--- config.mk ---
export PLATFORM = sky130hd
export DESIGN_NAME = multicycle_control_flat
export DESIGN_NICKNAME = d
export VERILOG_FILES = /design/src/rtl/multicycle_control_if.sv /design/src/rtl/multicycle_control.sv /design/src/flat_wrapper.sv
export SDC_FILE = /design/constraint.sdc
export NUM_CORES = 1
export LEC_CHECK = 0
export ABC_AREA = 1
export CAP_MARGIN = 0
export CORE_ASPECT_RATIO = 1.25
export CORE_MARGIN = 3
export CORE_UTILIZATION = 49
export CTS_BUF_LIST = sky130_fd_sc_hd__clkbuf_8
export DETAILED_ROUTE_END_ITERATION = 8
export PLACE_DENSITY = 0.89
export SLEW_MARGIN = 40
export SYNTH_ARGS = -nofsm -noshare
export SYNTH_HDL_FRONTEND = slang
export SYNTH_SLANG_ARGS = --single-unit
--- constraint.sdc ---
create_clock -name Clk -period 3.3 [get_ports Clk]
set_input_delay 0.825 -clock Clk [delete_from_list [all_inputs] [get_ports Clk]]
set_output_delay 0.825 -clock Clk [all_outputs]
set_load 0.005 [all_outputs]
--- src/rtl/multicycle_control_if.sv ---
// Bundle of the fetch handshake, memory acknowledge and datapath strobes
// between the multi-cycle control unit and its surroundings.
//
// Handshake: an instruction transfers on a rising clock edge where both
// InstrValid and InstrReady are high. InstrReady is high only while the
// control unit is idle in FETCH. InstrValid seen while InstrReady is low is
// ignored.
interface multicycle_control_if #(
    parameter int INSTR_W = 32,
    parameter int ALUOP_W = 2,
    parameter int CNT_W   = 16
);
    logic [INSTR_W-1:0] Instruction;
    logic               InstrValid;
    logic               InstrReady;
    logic               MemAck;
    logic               RegDst;
    logic               ALUSrc;
    logic [ALUOP_W-1:0] ALUOp;
    logic               MemtoReg;
    logic               MemRead;
    logic               MemWrite;
    logic               RegWrite;
    logic               Busy;
    logic               IllegalOp;
    logic               MemErr;
    logic [CNT_W-1:0]   RetireCnt;
    logic [2:0]         DbgState;

    // Fetch stage / data memory side.
    modport master (
        output Instruction, InstrValid, MemAck,
        input  InstrReady, RegDst, ALUSrc, ALUOp, MemtoReg, MemRead, MemWrite,
               RegWrite, Busy, IllegalOp, MemErr, RetireCnt, DbgState
    );

    // Control unit side.
    modport slave (
        input  Instruction, InstrValid, MemAck,
        output InstrReady, RegDst, ALUSrc, ALUOp, MemtoReg, MemRead, MemWrite,
               RegWrite, Busy, IllegalOp, MemErr, RetireCnt, DbgState
    );
endinterface

--- src/rtl/multicycle_control.sv ---
// Multi-cycle control unit for the 8-bit one-hot opcode ISA.
// Sequences each accepted instruction through DECODE/EXEC/MEM/WB and drives
// registered datapath strobes that line up with the state they belong to.
// Handles data-memory stalls with a timeout, traps illegal opcodes and counts
// retired instructions. DbgState mirrors the current FSM state.
module multicycle_control #(
    parameter int INSTR_W     = 32,
    parameter int ALUOP_W     = 2,
    parameter int MEM_TIMEOUT = 15,
    parameter int CNT_W       = 16
) (
    input  logic Clk,
    input  logic Reset,
    multicycle_control_if.slave bus
);

    localparam logic [2:0] FETCH  = 3'd0;
    localparam logic [2:0] DECODE = 3'd1;
    localparam logic [2:0] EXEC   = 3'd2;
    localparam logic [2:0] MEM    = 3'd3;
    localparam logic [2:0] WB     = 3'd4;

    localparam logic [7:0] OP_LOAD  = 8'h80;
    localparam logic [7:0] OP_STORE = 8'h40;
    localparam logic [7:0] OP_ADD   = 8'h20;
    localparam logic [7:0] OP_SUB   = 8'h10;
    localparam logic [7:0] OP_SHL   = 8'h08;
    localparam logic [7:0] OP_SHR   = 8'h04;

    localparam logic [ALUOP_W-1:0] ALU_ADD = ALUOP_W'(0);
    localparam logic [ALUOP_W-1:0] ALU_SUB = ALUOP_W'(1);
    localparam logic [ALUOP_W-1:0] ALU_SHL = ALUOP_W'(2);
    localparam logic [ALUOP_W-1:0] ALU_SHR = ALUOP_W'(3);

    localparam int                TCNT_W    = $clog2(MEM_TIMEOUT + 1);
    // Last MEM cycle index: MEM lasts at most MEM_TIMEOUT cycles.
    localparam logic [TCNT_W-1:0] TCNT_LAST = TCNT_W'(MEM_TIMEOUT - 1);

    logic [2:0]         state, next_state;
    logic [7:0]         op_q, next_op;
    logic [TCNT_W-1:0]  tcnt;
    logic               accept;
    logic               mem_timeout;

    logic               d_legal, d_load, d_store, d_alu, d_imm;
    logic [ALUOP_W-1:0] d_aluop;
    logic               in_flight;

    logic               instr_ready_q, busy_q;
    logic               reg_dst_q, alu_src_q, mem_to_reg_q;
    logic [ALUOP_W-1:0] alu_op_q;
    logic               mem_read_q, mem_write_q, reg_write_q;
    logic               illegal_op_q, mem_err_q;
    logic [CNT_W-1:0]   retire_cnt_q;

    // Only the opcode byte of the instruction steers control.
    logic               unused_instr_bits;
    assign unused_instr_bits = ^bus.Instruction[INSTR_W-9:0];

    // Transfer condition and the opcode the FSM will hold next cycle.
    always_comb begin
        accept  = (state == FETCH) && instr_ready_q && bus.InstrValid;
        next_op = accept ? bus.Instruction[INSTR_W-1 -: 8] : op_q;
    end

    // Exact-match decode of the (next) opcode into control classes.
    always_comb begin
        d_legal = 1'b0;
        d_load  = 1'b0;
        d_store = 1'b0;
        d_alu   = 1'b0;
        d_imm   = 1'b0;
        d_aluop = ALU_ADD;
        case (next_op)
            OP_LOAD:  begin d_legal = 1'b1; d_load  = 1'b1; d_imm = 1'b1; end
            OP_STORE: begin d_legal = 1'b1; d_store = 1'b1; d_imm = 1'b1; end
            OP_ADD:   begin d_legal = 1'b1; d_alu   = 1'b1; d_aluop = ALU_ADD; end
            OP_SUB:   begin d_legal = 1'b1; d_alu   = 1'b1; d_aluop = ALU_SUB; end
            OP_SHL:   begin d_legal = 1'b1; d_alu   = 1'b1; d_imm = 1'b1; d_aluop = ALU_SHL; end
            OP_SHR:   begin d_legal = 1'b1; d_alu   = 1'b1; d_imm = 1'b1; d_aluop = ALU_SHR; end
            default:  d_legal = 1'b0;
        endcase
    end

    // Next-state sequencing including the memory stall/timeout exits.
    always_comb begin
        mem_timeout = (state == MEM) && !bus.MemAck && (tcnt == TCNT_LAST);
        next_state  = state;
        case (state)
            FETCH:   if (accept) next_state = DECODE;
            DECODE:  next_state = d_legal ? EXEC : FETCH;
            EXEC:    next_state = (d_load || d_store) ? MEM : WB;
            MEM: begin
                if (bus.MemAck)       next_state = d_load ? WB : FETCH;
                else if (mem_timeout) next_state = FETCH;
                else                  next_state = MEM;
            end
            WB:      next_state = FETCH;
            default: next_state = FETCH;
        endcase
        in_flight = (next_state != FETCH) && d_legal;
    end

    // State, opcode, stall counter and all registered outputs.
    always_ff @(posedge Clk) begin
        if (Reset) begin
            state         <= FETCH;
            op_q          <= 8'h00;
            tcnt          <= '0;
            instr_ready_q <= 1'b0;
            busy_q        <= 1'b0;
            reg_dst_q     <= 1'b0;
            alu_src_q     <= 1'b0;
            alu_op_q      <= '0;
            mem_to_reg_q  <= 1'b0;
            mem_read_q    <= 1'b0;
            mem_write_q   <= 1'b0;
            reg_write_q   <= 1'b0;
            illegal_op_q  <= 1'b0;
            mem_err_q     <= 1'b0;
            retire_cnt_q  <= '0;
        end else begin
            state         <= next_state;
            op_q          <= next_op;
            tcnt          <= ((state == MEM) && (next_state == MEM)) ? tcnt + TCNT_W'(1) : '0;
            instr_ready_q <= (next_state == FETCH);
            busy_q        <= (next_state != FETCH);
            reg_dst_q     <= in_flight && d_alu;
            alu_src_q     <= in_flight && d_imm;
            alu_op_q      <= in_flight ? d_aluop : '0;
            mem_to_reg_q  <= in_flight && d_load;
            mem_read_q    <= (next_state == MEM) && d_load;
            mem_write_q   <= (next_state == MEM) && d_store;
            reg_write_q   <= (next_state == WB);
            illegal_op_q  <= (next_state == DECODE) && !d_legal;
            mem_err_q     <= mem_timeout;
            if ((state == WB) || ((state == MEM) && bus.MemAck && (op_q == OP_STORE)))
                retire_cnt_q <= retire_cnt_q + CNT_W'(1);
        end
    end

    assign bus.InstrReady = instr_ready_q;
    assign bus.Busy       = busy_q;
    assign bus.RegDst     = reg_dst_q;
    assign bus.ALUSrc     = alu_src_q;
    assign bus.ALUOp      = alu_op_q;
    assign bus.MemtoReg   = mem_to_reg_q;
    assign bus.MemRead    = mem_read_q;
    assign bus.MemWrite   = mem_write_q;
    assign bus.RegWrite   = reg_write_q;
    assign bus.IllegalOp  = illegal_op_q;
    assign bus.MemErr     = mem_err_q;
    assign bus.RetireCnt  = retire_cnt_q;
    assign bus.DbgState   = state;

endmodule

--- src/flat_wrapper.sv ---
// flat-port wrapper written by rule: the top's interface ports become plain ports
module multicycle_control_flat 
#(
    parameter int INSTR_W     = 32,
    parameter int ALUOP_W     = 2,
    parameter int MEM_TIMEOUT = 15,
    parameter int CNT_W       = 16
)
  (Clk, Reset, bus_Instruction, bus_InstrValid, bus_MemAck, bus_InstrReady, bus_RegDst, bus_ALUSrc, bus_ALUOp, bus_MemtoReg, bus_MemRead, bus_MemWrite, bus_RegWrite, bus_Busy, bus_IllegalOp, bus_MemErr, bus_RetireCnt, bus_DbgState);
  multicycle_control_if #(.INSTR_W(INSTR_W), .ALUOP_W(ALUOP_W), .CNT_W(CNT_W)) bus_i ();
  input  logic Clk;
  input  logic Reset;
  input wire logic [$bits(bus_i.Instruction)-1:0] bus_Instruction;
  input wire logic [$bits(bus_i.InstrValid)-1:0] bus_InstrValid;
  input wire logic [$bits(bus_i.MemAck)-1:0] bus_MemAck;
  output wire logic [$bits(bus_i.InstrReady)-1:0] bus_InstrReady;
  output wire logic [$bits(bus_i.RegDst)-1:0] bus_RegDst;
  output wire logic [$bits(bus_i.ALUSrc)-1:0] bus_ALUSrc;
  output wire logic [$bits(bus_i.ALUOp)-1:0] bus_ALUOp;
  output wire logic [$bits(bus_i.MemtoReg)-1:0] bus_MemtoReg;
  output wire logic [$bits(bus_i.MemRead)-1:0] bus_MemRead;
  output wire logic [$bits(bus_i.MemWrite)-1:0] bus_MemWrite;
  output wire logic [$bits(bus_i.RegWrite)-1:0] bus_RegWrite;
  output wire logic [$bits(bus_i.Busy)-1:0] bus_Busy;
  output wire logic [$bits(bus_i.IllegalOp)-1:0] bus_IllegalOp;
  output wire logic [$bits(bus_i.MemErr)-1:0] bus_MemErr;
  output wire logic [$bits(bus_i.RetireCnt)-1:0] bus_RetireCnt;
  output wire logic [$bits(bus_i.DbgState)-1:0] bus_DbgState;
  assign bus_i.Instruction = bus_Instruction;
  assign bus_i.InstrValid = bus_InstrValid;
  assign bus_i.MemAck = bus_MemAck;
  assign bus_InstrReady = bus_i.InstrReady;
  assign bus_RegDst = bus_i.RegDst;
  assign bus_ALUSrc = bus_i.ALUSrc;
  assign bus_ALUOp = bus_i.ALUOp;
  assign bus_MemtoReg = bus_i.MemtoReg;
  assign bus_MemRead = bus_i.MemRead;
  assign bus_MemWrite = bus_i.MemWrite;
  assign bus_RegWrite = bus_i.RegWrite;
  assign bus_Busy = bus_i.Busy;
  assign bus_IllegalOp = bus_i.IllegalOp;
  assign bus_MemErr = bus_i.MemErr;
  assign bus_RetireCnt = bus_i.RetireCnt;
  assign bus_DbgState = bus_i.DbgState;
  multicycle_control #(.INSTR_W(INSTR_W), .ALUOP_W(ALUOP_W), .MEM_TIMEOUT(MEM_TIMEOUT), .CNT_W(CNT_W)) u_core (.Clk(Clk), .Reset(Reset), .bus(bus_i));
endmodule
### Yosys cells after proc, flatten, opt, wreduce, memory -nomap -nowiden

Index checks and enable logic that the tools add are counted.

* add/subtract/negate cells: 2
* eq/ne operators: 15
* muxes and demuxes: 14
* bitwise gates (word level): 2
* reductions and logical operators: 26

Operators by type and width (count)
* $add 16x1->16 const B: 1
* $eq 8x7->1 const B: 2
* $logic_and 1x1->1: 14
* $mux 3: 4
* $pmux 3 s4: 1
* $eq 3x2->1 const B: 3
* $eq 8x3->1 const B: 1
* $eq 8x4->1 const B: 1
* $eq 8x5->1 const B: 1
* $eq 8x6->1 const B: 1
* $eq 8x8->1 const B: 1
* $mux 8: 1
* $reduce_or 4->1: 2
* $eq 3x1->1 const B: 2
* $eq 3x3->1 const B: 2
* $logic_not 3->1: 2
* $pmux 2 s3: 1
* $reduce_or 6->1: 1
* $mux 1: 5
* $add 4x1->4 const B: 1
* $eq 4x4->1 const B: 1
* $mux 2: 2
* $reduce_or 2->1: 2
* $reduce_bool 3->1: 1
* other kinds (3): 6

* register bits after elaboration: 43
* input bits: 36
* output and inout bits: 31
* logic and storage cells: 74

### Depth between registers and ports, before layout

* word-level depth: 13
* gate-level depth with buffers: 16
* mapped depth without buffers: 15

### Worst setup path after synthesis

OpenSTA, ideal clock, no wires.

* path type: input to register
* start: input bus_InstrValid
* end: register u_core.alu_src_q, in the netlist u_core.bus.ALUSrc
* library setup time: 0.120 ns
* arrival time: 2.119 ns
* required time: 3.180 ns
* path slack: 1.061 ns
* stages on the path: 14
* path buffers: 1
* cell sequence: nand2_2 nor2_4 buf_6 nand3b_1 nand2_2 nand2_4 nor2_1 nand2_2 nand3_1 nand2_1 clkinv_2 nand4_2 nand2_2 nor2_1

* longest elaborated chain between the ends: 10
* elaborated cells between the ends (all ways): 24
* those cells by class: 6 x eq/ne; 11 x mux; 7 x reduce/logical

RTL lines
* start, declared: line flat_wrapper.sv:14 `input wire logic [$bits(bus_i.InstrValid)-1:0] bus_InstrValid;`
* $logic_and 1x1->1 (*): line multicycle_control.sv:62 `accept = (state == FETCH) && instr_ready_q && bus.InstrValid;`
* $mux 8: line multicycle_control.sv:63 `next_op = accept ? bus.Instruction[INSTR_W-1 -: 8] : op_q;`
* $eq 8x8->1 (tied with other cells): line multicycle_control.sv:74 `case (next_op)`
* $reduce_or 6->1 (no source line) / $mux 1 (equally long branches)
* $mux 1 (tied with other cells): line multicycle_control.sv:74
* $mux 2 (tied with other cells): line multicycle_control.sv:91 `DECODE: next_state = d_legal ? EXEC : FETCH;`
* $pmux 3 s4: line multicycle_control.sv:89 `case (state)`
* $reduce_bool 3->1: line multicycle_control.sv:101 `in_flight = (next_state != FETCH) && d_legal;`
* $logic_and 1x1->1: line multicycle_control.sv:101
* $logic_and 1x1->1 (*): line multicycle_control.sv:129 `alu_src_q <= in_flight && d_imm;`
* end signal, assigned: line multicycle_control.sv:129
* end, declared: line multicycle_control.sv:50 `logic reg_dst_q, alu_src_q, mem_to_reg_q;`

Every way passes the cells marked *; elsewhere a longest branch is shown, timed or not.
A chain may end at the register's enable or synchronous reset.

### Final worst setup path

* start: input bus_InstrValid
* end: register u_core.mem_to_reg_q, in the netlist u_core.bus.MemtoReg

* longest elaborated chain between the ends: 10
* elaborated cells between the ends (all ways): 22
* those cells by class: 6 x eq/ne; 10 x mux; 6 x reduce/logical

RTL lines
* $logic_and 1x1->1 (*): line multicycle_control.sv:62
* $mux 8: line multicycle_control.sv:63
* $eq 8x8->1 (tied with other cells): line multicycle_control.sv:74
* $reduce_or 6->1 (no source line) / $mux 1 (equally long branches)
* $mux 1 (tied with other cells): line multicycle_control.sv:74
* $mux 2 (tied with other cells): line multicycle_control.sv:91
* $pmux 3 s4: line multicycle_control.sv:89
* $reduce_bool 3->1: line multicycle_control.sv:101
* $logic_and 1x1->1: line multicycle_control.sv:101
* $logic_and 1x1->1 (*): line multicycle_control.sv:131 `mem_to_reg_q <= in_flight && d_load;`
* end signal, assigned: line multicycle_control.sv:131
* end, declared: line multicycle_control.sv:50

Marked as above.

==> impl_metrics.prom <==
# TYPE chip_impl_metric gauge
chip_impl_metric{name="worst_setup_hold_path_clk_slew",unit="ps"} 80
chip_impl_metric{name="worst-r2r-cell-count",unit=""} 12
chip_impl_metric{name="detailedRoute.firstPassIterationCount",unit=""} 4
chip_impl_info{name="run_status",value="completed"} 1
chip_impl_metric{name="hold_viol_final",unit=""} 0
chip_impl_metric{name="routed-via-count",unit=""} 1874
chip_impl_metric{name="final-max-slew-violation-count",unit=""} 0
chip_impl_metric{name="io_pins",unit=""} 67
chip_impl_metric{name="grt_start_max_net_pins",unit=""} 20
chip_impl_metric{name="clock_sinks",unit=""} 43
chip_impl_info{name="cts_tree",value="built"} 1
chip_impl_metric{name="hold_buffers",unit=""} 0
chip_impl_metric{name="fin_tns_setup",unit="ps"} 0
chip_impl_metric{name="drive_above_1_share",unit="%"} 11.55
chip_impl_metric{name="clk_latency",unit="ps"} 300
chip_impl_metric{name="num_rows",unit=""} 25
chip_impl_metric{name="ys_ff_latch",unit=""} 43
chip_impl_metric{name="finalWeightedCongestion",unit=""} 0.8176
chip_impl_metric{name="clock_tree.htree_level_count",unit=""} 2
chip_impl_metric{name="cellPowerDensity",unit="nW/um^2"} 412.5
chip_impl_metric{name="relSlewSlack",unit="%"} 67.84
chip_impl_info{name="crit_type",value="input port to register"} 1
chip_impl_metric{name="instances_no_fill",unit=""} 383
chip_impl_info{name="critPathLaunch",value="bus_InstrValid"} 1
chip_impl_metric{name="ys_types",unit=""} 30
chip_impl_metric{name="post_synthesis_average_cell_area",unit="sq um"} 7.340
chip_impl_metric{name="grt.total_usage",unit="%"} 19.29
chip_impl_metric{name="nets",unit=""} 368
chip_impl_metric{name="leakagePower",unit="nW"} 1.105
chip_impl_info{name="worstHoldPathType",value="register to register"} 1
chip_impl_info{name="worst_setup_path_endpoint",value="u_core.bus.MemtoReg"} 1
chip_impl_metric{name="peakVddDrop",unit="mV"} 0.2354
chip_impl_metric{name="cp.arrival",unit="ps"} 2870
chip_impl_info{name="worstReg2RegStart",value="u_core.bus.DbgState[1]"} 1
chip_impl_info{name="crit_path_end_kind",value="register"} 1
chip_impl_metric{name="min_period_over_period",unit="%"} 80.96
chip_impl_metric{name="antenna_cells",unit=""} 0
chip_impl_info{name="synth-main-ff-cell",value="sky130_fd_sc_hd__dfxtp_1"} 1
chip_impl_metric{name="initial_utilization",unit="%"} 52.89
chip_impl_metric{name="floorplan.die.height",unit="um"} 78.92
chip_impl_metric{name="place_inst",unit=""} 376
chip_impl_info{name="most_area_hungry_cell_type_in_the_yosys_netlist",value="sky130_fd_sc_hd__dfxtp_1"} 1
chip_impl_metric{name="design.die.area",unit="sq um"} 5077
chip_impl_info{name="cp-start-kind",value="input port"} 1
chip_impl_metric{name="layout-area-overhead-vs-synth",unit="%"} 26.83
chip_impl_metric{name="synth_fp_nets",unit=""} 323
chip_impl_metric{name="cts_post_setup_buffers_inserted",unit=""} 0
chip_impl_metric{name="detail_route.drc_violations",unit=""} 0
chip_impl_metric{name="finalSetupViolCount",unit=""} 0
chip_impl_info{name="r2r_end",value="u_core.bus.MemtoReg"} 1
chip_impl_metric{name="detailedRoute.firstIterationViolations",unit=""} 107
chip_impl_metric{name="critical_path.max_fanout",unit=""} 8
chip_impl_info{name="grt_setup_unrepaired",value="false"} 1
chip_impl_metric{name="postCtsResizedCells",unit=""} 0
chip_impl_metric{name="routed_wl",unit="um"} 4421
chip_impl_metric{name="synth_largest_type_area_fraction",unit="%"} 41.30
chip_impl_metric{name="worst_clock_skew",unit="ps"} 2.947
chip_impl_metric{name="synth_enable_flop_cells",unit=""} 0
chip_impl_metric{name="antenna_violation_net_count_after_detailed_routing",unit=""} 0
chip_impl_metric{name="fillCellCount",unit=""} 357
chip_impl_metric{name="core_region_area",unit="sq um"} 3941
chip_impl_metric{name="cts_max_path_buffers",unit=""} 2
chip_impl_metric{name="dp_hpwl",unit="um"} 3291
chip_impl_metric{name="layout.cell_area.non_filler",unit="sq um"} 2644
chip_impl_metric{name="post-route-min-period",unit="ps"} 2672
chip_impl_metric{name="rrSetupSlack",unit="ps"} 1090
chip_impl_metric{name="worstMarginPinSlew",unit="ps"} 481.9
chip_impl_metric{name="maxCapViolCount",unit=""} 0
chip_impl_metric{name="floorplan.die.width",unit="um"} 64.34
chip_impl_metric{name="fmaxAchievable",unit="GHz"} 0.3743
chip_impl_metric{name="io_buffer_count",unit=""} 42
chip_impl_metric{name="post_drt_via_cell_ratio",unit=""} 4.893
chip_impl_metric{name="final.hold.worst_slack",unit="ps"} 472.6
chip_impl_metric{name="synth.cell_area",unit="sq um"} 2084
chip_impl_metric{name="grt_antenna_before_repair",unit=""} 0
chip_impl_metric{name="grt_pass1_vias",unit=""} 1809
chip_impl_info{name="post_synth_main_area_contributors",value="sky130_fd_sc_hd__dfxtp_1, sky130_fd_sc_hd__nand2_1, sky130_fd_sc_hd__inv_1, sky130_fd_sc_hd__nor2_1, sky130_fd_sc_hd__nand3_1"} 1
chip_impl_metric{name="post_drt_wl_per_cell",unit="um"} 11.54
chip_impl_metric{name="yosys_warnings",unit=""} 0
chip_impl_info{name="synth_most_common_cell",value="sky130_fd_sc_hd__nand2_1"} 1
chip_impl_info{name="clockRootBuffer",value="sky130_fd_sc_hd__clkbuf_8"} 1
chip_impl_metric{name="gr_ovfl_total",unit=""} 0
chip_impl_metric{name="postSynth.asyncResetShare",unit="%"} 0
chip_impl_metric{name="grt_pass1_wl",unit="um"} 7790
chip_impl_metric{name="number_of_instances_in_the_synthesized_netlist",unit=""} 284
chip_impl_metric{name="cts_buffers",unit=""} 5
chip_impl_metric{name="yosysSeqAreaShare",unit="%"} 41.30
chip_impl_metric{name="p_total",unit="mW"} 1.091
chip_impl_info{name="synthTopCellsByCount",value="sky130_fd_sc_hd__nand2_1, sky130_fd_sc_hd__dfxtp_1, sky130_fd_sc_hd__inv_1, sky130_fd_sc_hd__nor2_1, sky130_fd_sc_hd__nand3_1"} 1
chip_impl_metric{name="placement.cell_area",unit="sq um"} 2541
chip_impl_metric{name="timing.critical_path.required",unit="ps"} 3500
[per-layer routing]
| layer | GRT usage (%) | routed length, um | vias up |
|---|---|---|---|
| met5 | 0 | 0 | - |
| met3 | 4.950 | 218 | 10 |
| met4 | 7.188 | 82 | 0 |
| li1 | - | - | 985 |
| met2 | 34.61 | 2205 | 48 |
| met1 | 21.73 | 1915 | 831 |
[through the flow]
stage	setup WS (ps)	utilization [%]
finish	628.4	67.08
global route	422.1	67.08
CTS	634.5	67.08
detailed placement	322.6	64.48
global placement	348.2	64.48
floorplan	1061	-
[worst min-delay path by stage]
stage / from / endpoint / slack [ps] / depth (start not counted)
5_1_grt: u_core.tcnt[0] / u_core.tcnt[0] / 520 / 1
3_5_place_dp: u_core.tcnt[0] / u_core.tcnt[0] / 460 / 1
2_1_floorplan: u_core.tcnt[0] / u_core.tcnt[0] / 430 / 1
6_report: u_core.tcnt[0] / u_core.tcnt[0] / 470 / 1
4_1_cts: u_core.tcnt[0] / u_core.tcnt[0] / 470 / 1
3_3_place_gp: u_core.tcnt[0] / u_core.tcnt[0] / 440 / 1
[layout by cell type, fill, tap and decap left out]
| cell type | Yosys | routed |
|---|---|---|
| sky130_fd_sc_hd__nand2_1 | 60 | 60 |
| sky130_fd_sc_hd__dfxtp_1 | 43 | 43 |
| sky130_fd_sc_hd__clkdlybuf4s50_1 | 0 | 42 |
| sky130_fd_sc_hd__inv_1 | 37 | 38 |
| sky130_fd_sc_hd__nor2_1 | 35 | 35 |
| sky130_fd_sc_hd__nand3_1 | 20 | 20 |
| sky130_fd_sc_hd__a21oi_1 | 13 | 13 |
| sky130_fd_sc_hd__nand2_2 | 11 | 11 |
| sky130_fd_sc_hd__o21ai_0 | 11 | 11 |
| sky130_fd_sc_hd__nand3b_1 | 6 | 6 |
| sky130_fd_sc_hd__nor3_1 | 6 | 6 |
| sky130_fd_sc_hd__clkbuf_8 | 0 | 5 |
| sky130_fd_sc_hd__nor2_2 | 4 | 4 |
| sky130_fd_sc_hd__nand3_2 | 4 | 4 |
| sky130_fd_sc_hd__nor4_1 | 4 | 4 |
| sky130_fd_sc_hd__nor2_4 | 3 | 3 |
| sky130_fd_sc_hd__nand2_4 | 3 | 3 |
| sky130_fd_sc_hd__nand4_1 | 3 | 3 |
| sky130_fd_sc_hd__ha_1 | 3 | 3 |
| sky130_fd_sc_hd__nor3b_1 | 2 | 2 |
| sky130_fd_sc_hd__xor2_1 | 2 | 2 |
| sky130_fd_sc_hd__buf_4 | 0 | 2 |
| sky130_fd_sc_hd__o21bai_2 | 1 | 1 |
| sky130_fd_sc_hd__a21oi_4 | 1 | 1 |
| sky130_fd_sc_hd__clkinv_2 | 1 | 1 |
| sky130_fd_sc_hd__inv_2 | 1 | 1 |
| sky130_fd_sc_hd__o21a_1 | 1 | 1 |
| sky130_fd_sc_hd__nand4_2 | 1 | 1 |
| sky130_fd_sc_hd__a31oi_1 | 1 | 1 |
| sky130_fd_sc_hd__xnor2_1 | 1 | 1 |
| sky130_fd_sc_hd__bufinv_16 | 0 | 1 |
[flip-flops by register name, indices dropped and copies added (netlist names)]
name / cells
u_core.op_q: 8
u_core.bus.MemErr: 1
u_core.bus.ALUOp: 2
u_core.tcnt: 4
u_core.bus.RegDst: 1
u_core.bus.RegWrite: 1
u_core.bus.IllegalOp: 1
u_core.bus.MemWrite: 1
u_core.bus.InstrReady: 1
u_core.bus.ALUSrc: 1
u_core.bus.MemtoReg: 1
u_core.bus.DbgState: 3
u_core.bus.MemRead: 1
u_core.bus.Busy: 1
u_core.bus.RetireCnt: 16
[kinds of logic (layout without fill, tap and decap cells)]
group,count (synthesis),after routing,synth area share (%)
AOI/OAI and AO/OA,28,28,7.743
xor gates and xnor gates,3,3,1.261
and+or+nand+nor,162,162,38.60
buffers and inverters,45,90,9.303
adders and majority gates,3,3,1.801
DFF,43,43,41.30
[power by group]
part / internal [mW] / switching [mW]
clock: 0.219 / 0.174
combinational: 0.0608 / 0.0963
sequential: 0.532 / 0.00874
[cell type report]
class	instances	area (sq um)	share of cell area [%]
repair buffers	44	435.4	16.47
well taps	54	67.56	2.556
inverters	39	147.6	5.584
multi-input cells	196	1030	38.95
clock buffers	5	68.82	2.603
flip-flops and latches	43	860.8	32.56
clock inverters	2	33.78	1.278
[worst max-delay path, cell delays in order]
cell and delay (ps):
sky130_fd_sc_hd__clkdlybuf4s50_1 470, sky130_fd_sc_hd__nand2_2 70, sky130_fd_sc_hd__nor2_4 180, sky130_fd_sc_hd__buf_4 200
sky130_fd_sc_hd__nand3b_1 100, sky130_fd_sc_hd__nand2_2 130, sky130_fd_sc_hd__nand2_4 70, sky130_fd_sc_hd__nor2_2 140
sky130_fd_sc_hd__nand2_2 110, sky130_fd_sc_hd__nand3_1 90, sky130_fd_sc_hd__nand2_1 60, sky130_fd_sc_hd__clkinv_2 70
sky130_fd_sc_hd__nand4_2 150, sky130_fd_sc_hd__nand2_2 130, sky130_fd_sc_hd__nor2_1 60
Power figures use the tool's default switching activity.
